--- config.mk ---
export PLATFORM = sky130hd
export DESIGN_NAME = johnson_decoder4
export DESIGN_NICKNAME = d
export VERILOG_FILES = /design/src/rtl/johnson_pkg.sv /design/src/rtl/johnson_code_check.sv /design/src/rtl/johnson_decoder4.sv
export SDC_FILE = /design/constraint.sdc
export NUM_CORES = 1
export LEC_CHECK = 0
export ABC_AREA = 1
export BUFFER_PORTS_ARGS = -buffer_cell sky130_fd_sc_hd__buf_4
export CAP_MARGIN = 0
export CORE_ASPECT_RATIO = 1.1
export CORE_MARGIN = 4
export CORE_UTILIZATION = 48
export DETAILED_ROUTE_END_ITERATION = 12
export PLACE_DENSITY = 0.74
export SKIP_CTS_REPAIR_TIMING = 1
export SLEW_MARGIN = 20
export SYNTH_ARGS = -nofsm -noshare
export SYNTH_HDL_FRONTEND = slang
export SYNTH_HIERARCHICAL = 1
export SYNTH_SLANG_ARGS = --single-unit
--- constraint.sdc ---
create_clock -name clk -period 1.2 [get_ports clk]
set_input_delay 0.24 -clock clk [delete_from_list [all_inputs] [get_ports clk]]
set_output_delay 0.24 -clock clk [all_outputs]
set_load 0.01 [all_outputs]
--- src/rtl/johnson_pkg.sv ---
// Shared types and constants for the 4-bit Johnson code decoder.
// Holds the lock FSM states and the ordered table of legal codes.
package johnson_pkg;

  localparam int JOHNSON_W      = 4;
  localparam int JOHNSON_STATES = 8;

  typedef enum logic [1:0] {
    HUNT   = 2'd0,
    CHECK  = 2'd1,
    LOCKED = 2'd2
  } lock_state_t;

  // Legal codes packed in phase order: entry i sits at bits [4*i +: 4].
  localparam logic [JOHNSON_W*JOHNSON_STATES-1:0] LEGAL_CODES = {
    4'b1000, 4'b1100, 4'b1110, 4'b1111,
    4'b0111, 4'b0011, 4'b0001, 4'b0000
  };

  function automatic logic [JOHNSON_W-1:0] legal_code(input int unsigned i);
    return LEGAL_CODES[i*JOHNSON_W +: JOHNSON_W];
  endfunction

endpackage

--- src/rtl/johnson_code_check.sv ---
// Combinational legality test and phase decode of one Johnson word.
// Legal means thermometer form; illegal words decode to index 0.
module johnson_code_check
  import johnson_pkg::*;
(
  input  logic [JOHNSON_W-1:0] code,
  output logic                 legal,
  output logic [2:0]           index
);

  logic [1:0] edges;
  logic [2:0] ones;

  always_comb begin
    edges = 2'(code[3] ^ code[2]) + 2'(code[2] ^ code[1]) + 2'(code[1] ^ code[0]);
    ones  = 3'(code[0]) + 3'(code[1]) + 3'(code[2]) + 3'(code[3]);
    legal = (edges <= 2'd1);
    index = 3'd0;
    if (legal) begin
      // Upper half of the cycle counts the zeros that have shifted in.
      index = code[3] ? (3'd4 + (3'd4 - ones)) : ones;
    end
  end

endmodule

--- src/rtl/johnson_decoder4.sv ---
// Johnson code decoder with lock FSM and sequence-error counter; 1-cycle latency, no backpressure.
// err_count register exists only when JOHNSON_DEC_ERRCNT_EN is defined; otherwise it is tied to 0.
module johnson_decoder4
  import johnson_pkg::*;
#(
  parameter int LOCK_CNT = 3,
  parameter int ERR_W    = 8
) (
  input  logic                 clk,
  input  logic                 rst_n,
  input  logic                 in_valid,
  input  logic [JOHNSON_W-1:0] code,
  output logic                 out_valid,
  output logic [2:0]           index,
  output logic                 illegal,
  output logic                 seq_err,
  output logic                 locked,
  output logic [ERR_W-1:0]     err_count
);

  localparam logic [3:0] LOCK_TARGET = 4'(LOCK_CNT);

  logic        dec_legal;
  logic [2:0]  dec_index;
  lock_state_t state, state_nxt;
  logic [2:0]  expected, expected_nxt;
  logic [3:0]  run, run_nxt;
  logic        seq_err_nxt;

  johnson_code_check u_check (
    .code  (code),
    .legal (dec_legal),
    .index (dec_index)
  );

  always_comb begin
    state_nxt    = state;
    expected_nxt = expected;
    run_nxt      = run;
    seq_err_nxt  = 1'b0;
    if (in_valid) begin
      case (state)
        HUNT: begin
          if (dec_legal) begin
            expected_nxt = dec_index + 3'd1;
            run_nxt      = 4'd0;
            state_nxt    = CHECK;
          end
        end
        CHECK: begin
          if (!dec_legal) begin
            state_nxt = HUNT;
          end else if (dec_index == expected) begin
            run_nxt      = run + 4'd1;
            expected_nxt = dec_index + 3'd1;
            if (run + 4'd1 == LOCK_TARGET) state_nxt = LOCKED;
          end else begin
            // A legal but out-of-order code restarts the run from that phase.
            expected_nxt = dec_index + 3'd1;
            run_nxt      = 4'd0;
          end
        end
        LOCKED: begin
          if (dec_legal && dec_index == expected) begin
            expected_nxt = dec_index + 3'd1;
          end else begin
            seq_err_nxt = 1'b1;
            state_nxt   = HUNT;
          end
        end
        default: state_nxt = HUNT;
      endcase
    end
  end

  always_ff @(posedge clk or negedge rst_n) begin
    if (!rst_n) begin
      state     <= HUNT;
      expected  <= 3'd0;
      run       <= 4'd0;
      out_valid <= 1'b0;
      index     <= 3'd0;
      illegal   <= 1'b0;
      seq_err   <= 1'b0;
    end else begin
      state     <= state_nxt;
      expected  <= expected_nxt;
      run       <= run_nxt;
      out_valid <= in_valid;
      seq_err   <= seq_err_nxt;
      if (in_valid) begin
        index   <= dec_index;
        illegal <= ~dec_legal;
      end
    end
  end

  assign locked = (state == LOCKED);

`ifdef JOHNSON_DEC_ERRCNT_EN
  logic [ERR_W-1:0] err_cnt_q;

  always_ff @(posedge clk or negedge rst_n) begin
    if (!rst_n) begin
      err_cnt_q <= '0;
    end else if (seq_err_nxt && err_cnt_q != {ERR_W{1'b1}}) begin
      err_cnt_q <= err_cnt_q + ERR_W'(1);
    end
  end

  assign err_count = err_cnt_q;
`else
  assign err_count = '0;
`endif

endmodule

======== Yosys cells after proc, flatten, opt, wreduce, memory -nomap -nowiden ========
Index checks and enable logic that the tools add are counted.
storage, ports and cells
  flip-flop bits (word level) ............. 15
  bits of input ports ..................... 7
  output and inout bits ................... 15
  logic and storage cells ................. 58
cells by class
  add/sub/neg operators ................... 9
  order comparisons ....................... 1
  equal/unequal tests ..................... 11
  muxes and demuxes ....................... 18
  bitwise logic cells ..................... 4
  reductions and logical operators ........ 8
operators with widths
  operator             count
  $mux 3               4
  $mux 4               3
  $mux 2               5
  $pmux 4 s2           1
  $reduce_and 4->1     2
  $add 3x1->3          2
  $ne 2x2->1 const B   3
  $ne 3x3->1 const B   2
  $pmux 2 s3           1
  $pmux 3 s2           1
  $reduce_and 5->1     1
  $add 2x2->2          2
  $add 4x1->4 const B  1
  $eq 4x2->1 const B   1
  $ne 2x1->1 const B   2
  $reduce_bool 2->1    2
  $add 3x1->3 const B  1
  $add 3x3->3 const A  1
  $eq 3x3->1           1
  $mux 1               3
  $sub 3x3->3 const A  1
  $xor 1x1->1          3
  $add 1x1->2          1
  $eq 2x1->1 const B   1
  6 further kinds      6

======== Logic depth before layout (Yosys ltp) ========
Gate-level depths: netlist of the first run.
  depth in word-level cells ............... 12
  depth in mapped cells ................... 19
  mapped depth without buffers ............ 19

======== Cells and area by module ========
The synthesis of the first run kept the hierarchy.
modules (own cells, without submodules)
  module              instances  cells an instance  area each (sq um)  sequential area each (sq um)
  johnson_decoder4    1          111                888.4              375.4
  johnson_code_check  1          29                 182.7              0.0

======== Worst setup path after synthesis of the first run ========
No wires, ideal clock.
  kind .................................... input port to flip-flop
  start point ............................. input code[0]
  end point ............................... register expected[0]
  library setup time ...................... 0.129 ns
  arrival time ............................ 2.399 ns
  required time ........................... 1.071 ns
  slack ................................... -1.328 ns
  stages .................................. 18
  buffers on the path ..................... 0
  cell sequence ........................... fa_1 -> ha_1 -> ha_1 -> inv_1 -> ha_1 -> inv_1 -> nand3_1 -> nand2_1 -> inv_1 -> nor2_2 -> xnor2_2 -> inv_2 -> nor2_4 -> nand2_1 -> nand2_2 -> nand2_4 -> nand2_1 -> o21ai_2
on the way
  word-level cells in the longest chain between the ends .. 11
  elaborated cells between the ends (all ways) .. 19
  those cells by class .................... add/sub: 7; order compare: 1; eq/ne: 3; mux: 5; bitwise: 1; reduce/logical: 2
ends and longest elaborated chain
  element                         RTL line                                        RTL
  start, declared                 johnson_decoder4.sv:12                          input logic [JOHNSON_W-1:0] code,
  $add 1x1->2                     johnson_code_check.sv:16                        ones = 3'(code[0]) + 3'(code[1]) + 3'(code[2]) + 3'(code[3]);
  $add 3x1->3 (2 in a row)        johnson_code_check.sv:16
  $sub 3x3->3                     johnson_code_check.sv:21                        index = code[3] ? (3'd4 + (3'd4 - ones)) : ones;
  $add 3x3->3                     johnson_code_check.sv:21
  $mux 3                          johnson_code_check.sv:21
  $mux 3 (*)                      johnson_code_check.sv:19                        if (legal) begin
  net dec_index[2]                johnson_decoder4.sv:24                          logic [2:0] dec_index;
  $eq 3x3->1 (*)                  johnson_decoder4.sv:53, johnson_decoder4.sv:64
  $logic_and 1x1->1 (*)           johnson_decoder4.sv:64                          if (dec_legal && dec_index == expected) begin
  $ne 2x1->1 (no line) (*)        n/a
  $reduce_and 4->1 (no line) (*)  n/a
  end signal, assigned            johnson_decoder4.sv:87                          expected <= expected_nxt;
  end, declared                   johnson_decoder4.sv:26                          logic [2:0] expected, expected_nxt;
Mark *: on every way through the listed nets, which the timed path passes. The rest lies on a longest branch. The select of a mux whose other input is x is not followed.
A chain may end at the register's enable or synchronous reset.

======== Final worst setup path of the first run ========
  start point ............................. input code[0]
  end point ............................... register state[1]
on the way
  word-level cells in the longest chain between the ends .. 11
  elaborated cells between the ends (all ways) .. 19
  those cells by class .................... add/sub: 6; order compare: 1; eq/ne: 5; mux: 4; bitwise: 1; reduce/logical: 2
ends and longest elaborated chain
  element                         RTL line                                        RTL
  $add 1x1->2                     johnson_code_check.sv:16
  $add 3x1->3 (2 in a row)        johnson_code_check.sv:16
  $sub 3x3->3                     johnson_code_check.sv:21
  $add 3x3->3                     johnson_code_check.sv:21
  $mux 3                          johnson_code_check.sv:21
  $mux 3 (*)                      johnson_code_check.sv:19
  net dec_index[1]                johnson_decoder4.sv:24
  $eq 3x3->1 (*)                  johnson_decoder4.sv:53, johnson_decoder4.sv:64
  $logic_and 1x1->1               johnson_decoder4.sv:64
  $ne 2x2->1 (no line)            n/a
  $reduce_and 5->1 (no line) (*)  n/a
  end signal, assigned            johnson_decoder4.sv:86                          state <= state_nxt;
  end, declared                   johnson_decoder4.sv:25                          lock_state_t state, state_nxt;
Mark *: on every way through the listed nets, which the timed path passes. The rest lies on a longest branch.

==> key figures, run 1 <==
Power
  • P_int: 1.62 mW
  • Sequential power share: 27.9%
  • Switch share: 42.1%
  • Leak: 0.824 nW
  • Maximum VDD drop: 1.29 mV
  • Pwr dens: 1660 mW/mm2
  • Clock power share: 10.5%
  • Sw power: 1.18 mW
  • Combinational group share of total power: 61.7%

Synthesis
  • Avg Cell Area, Syn: 7.65 um2
  • Total of warnings raised by yosys: 6
  • Synth Instances: 140
  • Synth area leaders: dfrtp_1 35%, nand2_1 14%, ha_1 9.3%, inv_1 7.4%, buf_4 5.6%
  • Top cell type's share of synthesized area: 35.0%
  • Area leader, netlist: dfrtp_1
  • Unique masters post-synth: 26
  • Yosys reg bits: 15
  • Register area share after synthesis: 35.0%
  • Post-Synthesis Cell Area: 0.00107 mm2

Timing
  • Fin. max-slew vios: 0
  • Post-Route Setup TNS: -12550 ps
  • Fmax achieved: 430 MHz
  • Period utilization: 194%
  • Hold Violations, Final: 0
  • Final Skew: 3.99 ps
  • Unrepaired setup endpoints after global routing: true
  • Fin worst setup slack: -1130 ps
  • Final Setup Violations: 15
  • Fin crit period: 2330 ps
  • Hold_ws: 155 ps

Finish
  • Storage element area: 375 um2
  • Diode count: 0
  • Area growth syn-to-layout: 56.9%
  • Final #Nets: 203
  • Layout cell share with drive strength beyond 1: 50.0%
  • Final cell count without fillers: 214
  • # fillers: 120
  • Multi-input gate area: 778 um2
  • Final instance area: 0.00168 mm2

Clocking
  • Clock Tree Buf Depth: 2
  • Clk sink count: 15
  • Later-pin clock latency in the skew report: 290 ps
  • CTS Buf Count: 3
  • H-tree depth: 1
  • Root buf cell: clkbuf_4
  • Clock-pin slew of the registers on the worst-case setup and hold paths: 90 ps
  • TritonCTS clock tree: yes

Floorplanning
  • Die Ht: 57.5 um
  • Area of the core: 0.00206 mm2
  • DIE WIDTH: 53.0 um
  • Starting Density: 51.9%
  • Top Ports: 22
  • Die area: 0.00305 mm2
  • Core Rows: 17

Worst setup path
  • CP arrival: 2500 ps
  • Max Fanout on Critical Path: 3
  • Max stage delay on crit path: 480 ps
  • Crit-path cells: buf_8 > fa_1 > ha_2 > ha_4 > inv_4 > ha_4 > a21oi_4 > nor2_4 > nand2_1 > nand2_1 > nand2_2 > nor2_4 > nand2_2 > nand2_4 > nand3_2 > nand2_1 > nand2_1
  • WP data required: 1380 ps
  • CP startpoint kind: input pin
  • Critical path's slowest cell: fa_1
  • Critical path class: in -> reg
  • Kind of cell adding the most delay to the critical path: adder cells
  • Worst Path Buf+Inv: 2
  • Setup crit end kind: register
  • CP most frequent cell: nand2_1

Routing
  • Final ANT Viol Nets: 0
  • DRC violations left: 0
  • DRT Wirelength: 2720 um
  • Avg WL per Cell: 12.7 um
  • Via count: 1017
  • DRT iter0 DRCs: 17
  • Metal3 WL: 65 um
  • Drt first pass iters: 4
  • Met2 routed WL: 1450 um
  • Uppermost routed layer: met4
  • M1 WL: 1180 um
  • Vias per inst: 4.75

Placed design
  • IO Port Bufs: 13
  • Pre-CTS WS: -1450 ps
  • Placed insts: 202
  • Detail Placement HPWL: 1840 um
  • Dpl cell area: 0.00143 mm2
  • GPL Wtd Cong: 0.815

Min path
  • Hold Crit Class: in -> reg

Status
  • Violated checks: negative setup slack
  • Status: complete, but fails checks

Flow run
  • Maximum Capacitance Violations: 0

GRT
  • Total track usage: 16.6%
  • Vias in the first global route: 957
  • Total grt overflow: 0
  • Antenna violations before repair: 0
  • Largest net degree at the start of global routing: 16
  • First-pass GRT wire length: 3810 um
[registers in the layout, summed over array words and instances (netlist names)]
signal	cells
index	3
out_valid	1
state	2
run	4
illegal	1
expected	3
seq_err	1
[placed cells by master (no fill, tap or decap), types with 4 or more instances in the layout]
cell,netlist,layout
buf_4,8,31
nand2_1,39,29
conb_1,1,8
dfrtp_1,15,15
nand2_2,2,8
nand2_4,1,5
nor2_1,9,6
inv_1,21,15
buf_6,0,9
nor2_4,2,5
o21ai_2,3,5
nand3_1,9,4
inv_2,2,6
ha_4,0,4
[power groups by stage]
stage	registers, mW	logic, mW	clock network, mW
finish	0.779	1.72	0.292
global route	0.795	1.89	0.338
CTS	0.764	1.35	0.303
detailed placement	0.774	1.34	0
global placement	0.766	1.31	0
floorplan	0.786	0.831	0
[logic make-up after synthesis]
family,after synthesis,share of synthesized area [%]
simple gates,67,28.2
flops,15,35.0
compound gates,13,7.59
buf+inv,31,13.7
other cells,1,0.350
fa+ha+maj,9,11.2
xor+xnor,4,3.97
[per-layer routing]
layer	vias up	global-route usage, %
met2	17	28.4
li1	514	-
met1	484	19.1
met3	2	4.96
met5	-	0
met4	0	6.57
[worst paths after layout]
| path | slack (ps) | startpoint | to | cells past startpoint |
|---|---|---|---|---|
| max | -1130 | code[0] | state[1] | 17 |
| min | 160 | in_valid | out_valid | 1 |
| max reg2reg | -260 | run[0] | state[1] | 9 |
| min reg2reg | 500 | illegal | illegal | 1 |
| max in group asynchronous | 690 | rst_n | state[0] | 2 |
| min in group asynchronous | 330 | rst_n | run[2] | 2 |
[cell usage after synthesis]
cell type   n
nand2_1    39
inv_1      21
dfrtp_1    15
nand3_1     9
nor2_1      9
buf_4       8
ha_1        8
a21oi_1     3
o21ai_0     3
o21ai_2     3
inv_2       2
nand2_2     2
nand4_1     2
nor2_4      2
o22ai_1     2
xnor2_1     2
and2_1      1
conb_1      1
fa_1        1
nand2_4     1
nor2_2      1
nor3_1      1
o21a_1      1
o21ai_1     1
xnor2_2     1
xor2_1      1
[final cells by class]
| class | count | area share, % |
|---|---|---|
| flip-flops and latches | 15 | 22.3 |
| repair buffers | 43 | 22.3 |
| clock buffers | 4 | 1.56 |
| multi-input cells | 101 | 46.3 |
| inverters | 23 | 5.44 |
| well taps | 28 | 2.08 |
[through the flow]
step                utilization [%]  total power [mW]
floorplan                         -              1.62
global placement               69.5              2.08
detailed placement             69.5              2.12
CTS                            70.8              2.42
global route                   81.4              3.03
finish                         81.4              2.80
Power figures use the tool's default switching activity.
==> run 2: changes to the inputs <==
--- a/config.mk
+++ b/config.mk
@@ -6,7 +6,7 @@
 export NUM_CORES = 1
 export LEC_CHECK = 0
 export ABC_AREA = 1
-export BUFFER_PORTS_ARGS = -buffer_cell sky130_fd_sc_hd__buf_4
+export BUFFER_PORTS_ARGS = -buffer_cell sky130_fd_sc_hd__buf_2
 export CAP_MARGIN = 0
 export CORE_ASPECT_RATIO = 1.1
 export CORE_MARGIN = 4
==> key figures, run 2 (synthesized netlist as in run 1, its figures left out) <==
Status
  • Status: complete, but fails checks
  • Violated checks: negative setup slack

Routing
  • Via count: 1020
  • DRC violations left: 0
  • Drt first pass iters: 4
  • DRT iter0 DRCs: 25
  • Final ANT Viol Nets: 0
  • Vias per inst: 4.86
  • Avg WL per Cell: 12.7 um
  • DRT Wirelength: 2680 um

GRT
  • Vias in the first global route: 954
  • Antenna violations before repair: 0
  • Total track usage: 16.6%
  • Total grt overflow: 0
  • Largest net degree at the start of global routing: 16
  • First-pass GRT wire length: 3750 um

Finish
  • Commonest non-fill, non-tap cell in the layout: nand2_1
  • Most frequent cells in the layout: 31 x nand2_1, 19 x buf_4, 15 x dfrtp_1
  • Diode count: 0
  • # fillers: 155
  • Layout cell share with drive strength beyond 1: 44.5%
  • Multi-input gate area: 723 um2
  • Final #Nets: 199
  • Top reg by flops: run
  • Largest register FFs: 4
  • Area growth syn-to-layout: 45.2%
  • Largest registers: run: 4 flops, expected: 3 flops, index: 3 flops
  • Final cell count without fillers: 210
  • Storage element area: 375 um2

Power
  • Maximum VDD drop: 1.24 mV
  • Pwr Total: 2.54 mW
  • Pwr dens: 1630 mW/mm2
  • Leak: 0.784 nW

Worst setup path
  • CP startpoint kind: input pin
  • R2R setup slack: -190 ps
  • Critical path class: in -> reg
  • Setup crit end kind: register
  • Reg-to-Reg End: state[0]
  • Worst r2r src: run[0]
  • Max Fanout on Critical Path: 5
  • R2r worst-path depth: 9
  • WP data required: 1380 ps
  • CP arrival: 2630 ps

Clocking
  • Root buf cell: clkbuf_4
  • Later-pin clock latency in the skew report: 290 ps
  • CTS Buf Count: 3
  • TritonCTS clock tree: yes
  • Clock-pin slew of the registers on the worst-case setup and hold paths: 90 ps
  • H-tree depth: 1
  • Clk sink count: 15
  • Clock Tree Buf Depth: 2

Floorplanning
  • Die area: 0.00305 mm2
  • Die Ht: 57.5 um
  • Starting Density: 51.9%
  • DIE WIDTH: 53.0 um
  • Top Ports: 22
  • Core Rows: 17
  • Area of the core: 0.00206 mm2

Timing
  • Fin crit period: 2440 ps
  • Period utilization: 204%
  • Fin. max-slew vios: 0
  • Unrepaired setup endpoints after global routing: true
  • Fmax achieved: 409 MHz
  • Hold Violations, Final: 0
  • Fin worst setup slack: -1240 ps
  • Final Setup Violations: 15
  • Final Skew: 5.02 ps

Placed design
  • IO Port Bufs: 13
  • GPL Wtd Cong: 0.811
  • Pre-CTS WS: -1470 ps
  • Placed insts: 200
  • Detail Placement HPWL: 1950 um

Min path
  • Hold Crit Class: in -> reg
  • Hold Path Sink: out_valid
  • WHS Path Cells: 1
  • Hold Startpoint: in_valid

Flow run
  • Maximum Capacitance Violations: 0
[run 2: critical path: stages]
cell and delay, ps:
buf_8 100, fa_1 520, ha_4 190, ha_4 270, inv_4 30, ha_4 140
inv_2 60, nand3_2 80, nand2_1 110, inv_2 60, nor2_4 140, xnor2_2 130
inv_2 60, nor2_4 130, nand2_2 70, nand2_2 90, nand2_4 80, nand2_2 80
o21ai_2 50
[run 2: how the worst max path moves through the flow]
stage | start | end
5_1_grt | code[0] | state[0]
6_report | code[0] | expected[2]
2_1_floorplan | code[3] | expected[2]
3_3_place_gp | code[3] | state[0]
3_5_place_dp | code[3] | state[0]
4_1_cts | code[3] | state[0]
[run 2: final cells by class]
class / count / area share [%]
Multi-Input combinational cell: 101 / 46.5
Sequential cell: 15 / 24.1
Timing Repair Buffer: 39 / 19.4
Inverter: 23 / 6.03
Tap cell: 28 / 2.25
Clock buffer: 4 / 1.69
[run 2: power by group]
part | switching, mW | internal, mW | leakage, nW
Sequential | 0.138 | 0.636 | 0.194
Combinational | 0.774 | 0.688 | 0.575
Clock | 0.175 | 0.130 | 0.0150
Total | 1.09 | 1.45 | 0.784
[run 2: stage by stage]
step	utilization, %	hold slack, ps	TNS (ps)	area [um2]
after floorplan	-	-55.6	-12840	1200
after CTS	68.5	-148	-13340	1410
final	75.4	157	-14320	1560
after global routing	75.4	141	-15740	1560
after detailed placement	67.2	167	-17440	1390
after global placement	67.2	161	-16300	1390
[run 2: routing by layer]
layer	track usage, %	up-vias	routed length, um
met2	30.9	30	1450
met4	6.57	0	51
li1	-	502	-
met5	0	-	0
met1	17.9	481	1050
met3	3.13	7	121
==> run 3: changes to the inputs <==
--- a/config.mk
+++ b/config.mk
@@ -6,14 +6,13 @@
 export NUM_CORES = 1
 export LEC_CHECK = 0
 export ABC_AREA = 1
-export BUFFER_PORTS_ARGS = -buffer_cell sky130_fd_sc_hd__buf_2
+export BUFFER_PORTS_ARGS = -buffer_cell sky130_fd_sc_hd__buf_4
 export CAP_MARGIN = 0
 export CORE_ASPECT_RATIO = 1.1
 export CORE_MARGIN = 4
 export CORE_UTILIZATION = 48
 export DETAILED_ROUTE_END_ITERATION = 12
 export PLACE_DENSITY = 0.74
-export SKIP_CTS_REPAIR_TIMING = 1
 export SLEW_MARGIN = 20
 export SYNTH_ARGS = -nofsm -noshare
 export SYNTH_HDL_FRONTEND = slang
==> key figures, run 3 (synthesized netlist as in run 1, its figures left out) <==
Finish
  • Top reg by flops: run
  • Commonest non-fill, non-tap cell in the layout: buf_4
  • Storage element area: 375 um2
  • Largest registers: run: 4 flops, expected: 3 flops, index: 3 flops
  • Final instance area: 0.00172 mm2
  • Diode count: 0
  • Layout cell share with drive strength beyond 1: 53.4%
  • Multi-input gate area: 800 um2
  • Largest register FFs: 4
  • Most frequent cells in the layout: 35 x buf_4, 27 x nand2_1, 15 x dfrtp_1
  • Area growth syn-to-layout: 60.6%
  • # fillers: 111
  • Final #Nets: 206
  • Post-layout util: 83.4%

Routing
  • Drt first pass iters: 4
  • Metal3 WL: 111 um
  • Met2 routed WL: 1590 um
  • M1 WL: 1170 um
  • DRC violations left: 0
  • Vias per inst: 4.92
  • Final ANT Viol Nets: 0
  • Via count: 1068
  • Uppermost routed layer: met4
  • Avg WL per Cell: 13.3 um
  • DRT iter0 DRCs: 21
  • DRT Wirelength: 2890 um

Timing
  • Hold_ws: 149 ps
  • Fin crit period: 2340 ps
  • Final Skew: 2.85 ps
  • Unrepaired setup endpoints after global routing: true
  • Final Setup Violations: 14
  • Hold Violations, Final: 0
  • Fmax achieved: 428 MHz
  • Period utilization: 195%
  • Fin. max-slew vios: 0
  • Fin worst setup slack: -1140 ps

Floorplanning
  • Top Ports: 22
  • Area of the core: 0.00206 mm2
  • Starting Density: 51.9%
  • Die Ht: 57.5 um
  • Die area: 0.00305 mm2
  • Core Rows: 17
  • DIE WIDTH: 53.0 um

Placed design
  • Dpl cell area: 0.00143 mm2
  • IO Port Bufs: 13
  • Detail Placement HPWL: 1840 um
  • GPL Wtd Cong: 0.815

Clocking
  • Root buf cell: clkbuf_4
  • H-tree depth: 1
  • Later-pin clock latency in the skew report: 290 ps
  • Clock Tree Buf Depth: 2
  • Clk sink count: 15
  • Clock-pin slew of the registers on the worst-case setup and hold paths: 90 ps
  • CTS Buf Count: 3
  • TritonCTS clock tree: yes

Worst setup path
  • CP arrival: 2520 ps
  • CP startpoint kind: input pin
  • Max Fanout on Critical Path: 3
  • Critical path class: in -> reg
  • R2r worst-path depth: 9
  • WP data required: 1390 ps
  • Setup crit end kind: register

GRT
  • Largest net degree at the start of global routing: 16
  • Vias in the first global route: 1010
  • First-pass GRT wire length: 4170 um
  • Total track usage: 18.2%
  • Antenna violations before repair: 0
  • Total grt overflow: 0

Flow run
  • Maximum Capacitance Violations: 0

Status
  • Status: complete, but fails checks
  • Violated checks: negative setup slack

Power
  • Pwr Total: 2.88 mW
  • Leak: 0.836 nW
  • Pwr dens: 1670 mW/mm2
  • Maximum VDD drop: 1.38 mV

Min path
  • Hold Crit Class: in -> reg
  • WHS Path Cells: 1
run 3: power breakdown:
group	leakage (nW)	internal [mW]	switching [mW]	total (mW)
logic	0.627	0.889	0.931	1.82
registers	0.194	0.637	0.126	0.763
clock network	0.0150	0.129	0.168	0.298
run 3: final timing paths:
path	start	to	slack [ps]
setup / recovery	code[3]	state[1]	-1140
hold / removal	in_valid	out_valid	150
setup reg to reg	run[0]	state[1]	-270
hold reg to reg	illegal	illegal	500
max in group asynchronous	rst_n	state[0]	690
min in group asynchronous	rst_n	run[1]	330
run 3: worst max-delay path: stages:
cell and delay, ps:
buf_8 100, fa_2 590, ha_4 150, ha_4 200
inv_4 60, ha_4 190, a21oi_4 140, nor2_4 50
inv_2 80, nand2_2 50, nand2_1 70, nand2_2 70
nor2_4 140, nand2_1 80, nand2_2 80, nand3_2 90
nand2_2 90, nand2_2 60
run 3: metal layers:
layer / up-vias / global-route usage, %
li1: 525 / -
met1: 510 / 22.3
met2: 30 / 30.5
met3: 3 / 3.92
met4: 0 / 6.93
met5: - / 0
run 3: timing repair:
| action | 4_1_cts | 5_1_grt |
|---|---|---|
| cloned | 0 | 0 |
| hold buffers | 1 | 0 |
| endpoints found under the setup margin | 15 | 15 |
| buffers inserted | 7 | 5 |
| resized for setup | 16 | 30 |
| pin swaps | 21 | 22 |
| endpoints found under the hold margin | 15 | 0 |
run 3: cell type report:
type                            instances  area share (%)
Tap cell                               28            2.04
Clock buffer                            4            1.53
Timing Repair Buffer                   46            22.8
Multi-Input combinational cell        101            46.5
Sequential cell                        15            21.8
Inverter                               23            5.31
run 3: per-stage QoR:
step	instances	setup slack, ps	TNS (ps)
final	217	-1140	-12450
after global routing	217	-1260	-14000
after CTS	213	-1070	-12050
after detailed placement	202	-1450	-17110
after global placement	202	-1370	-16210
after floorplan	147	-1190	-12840
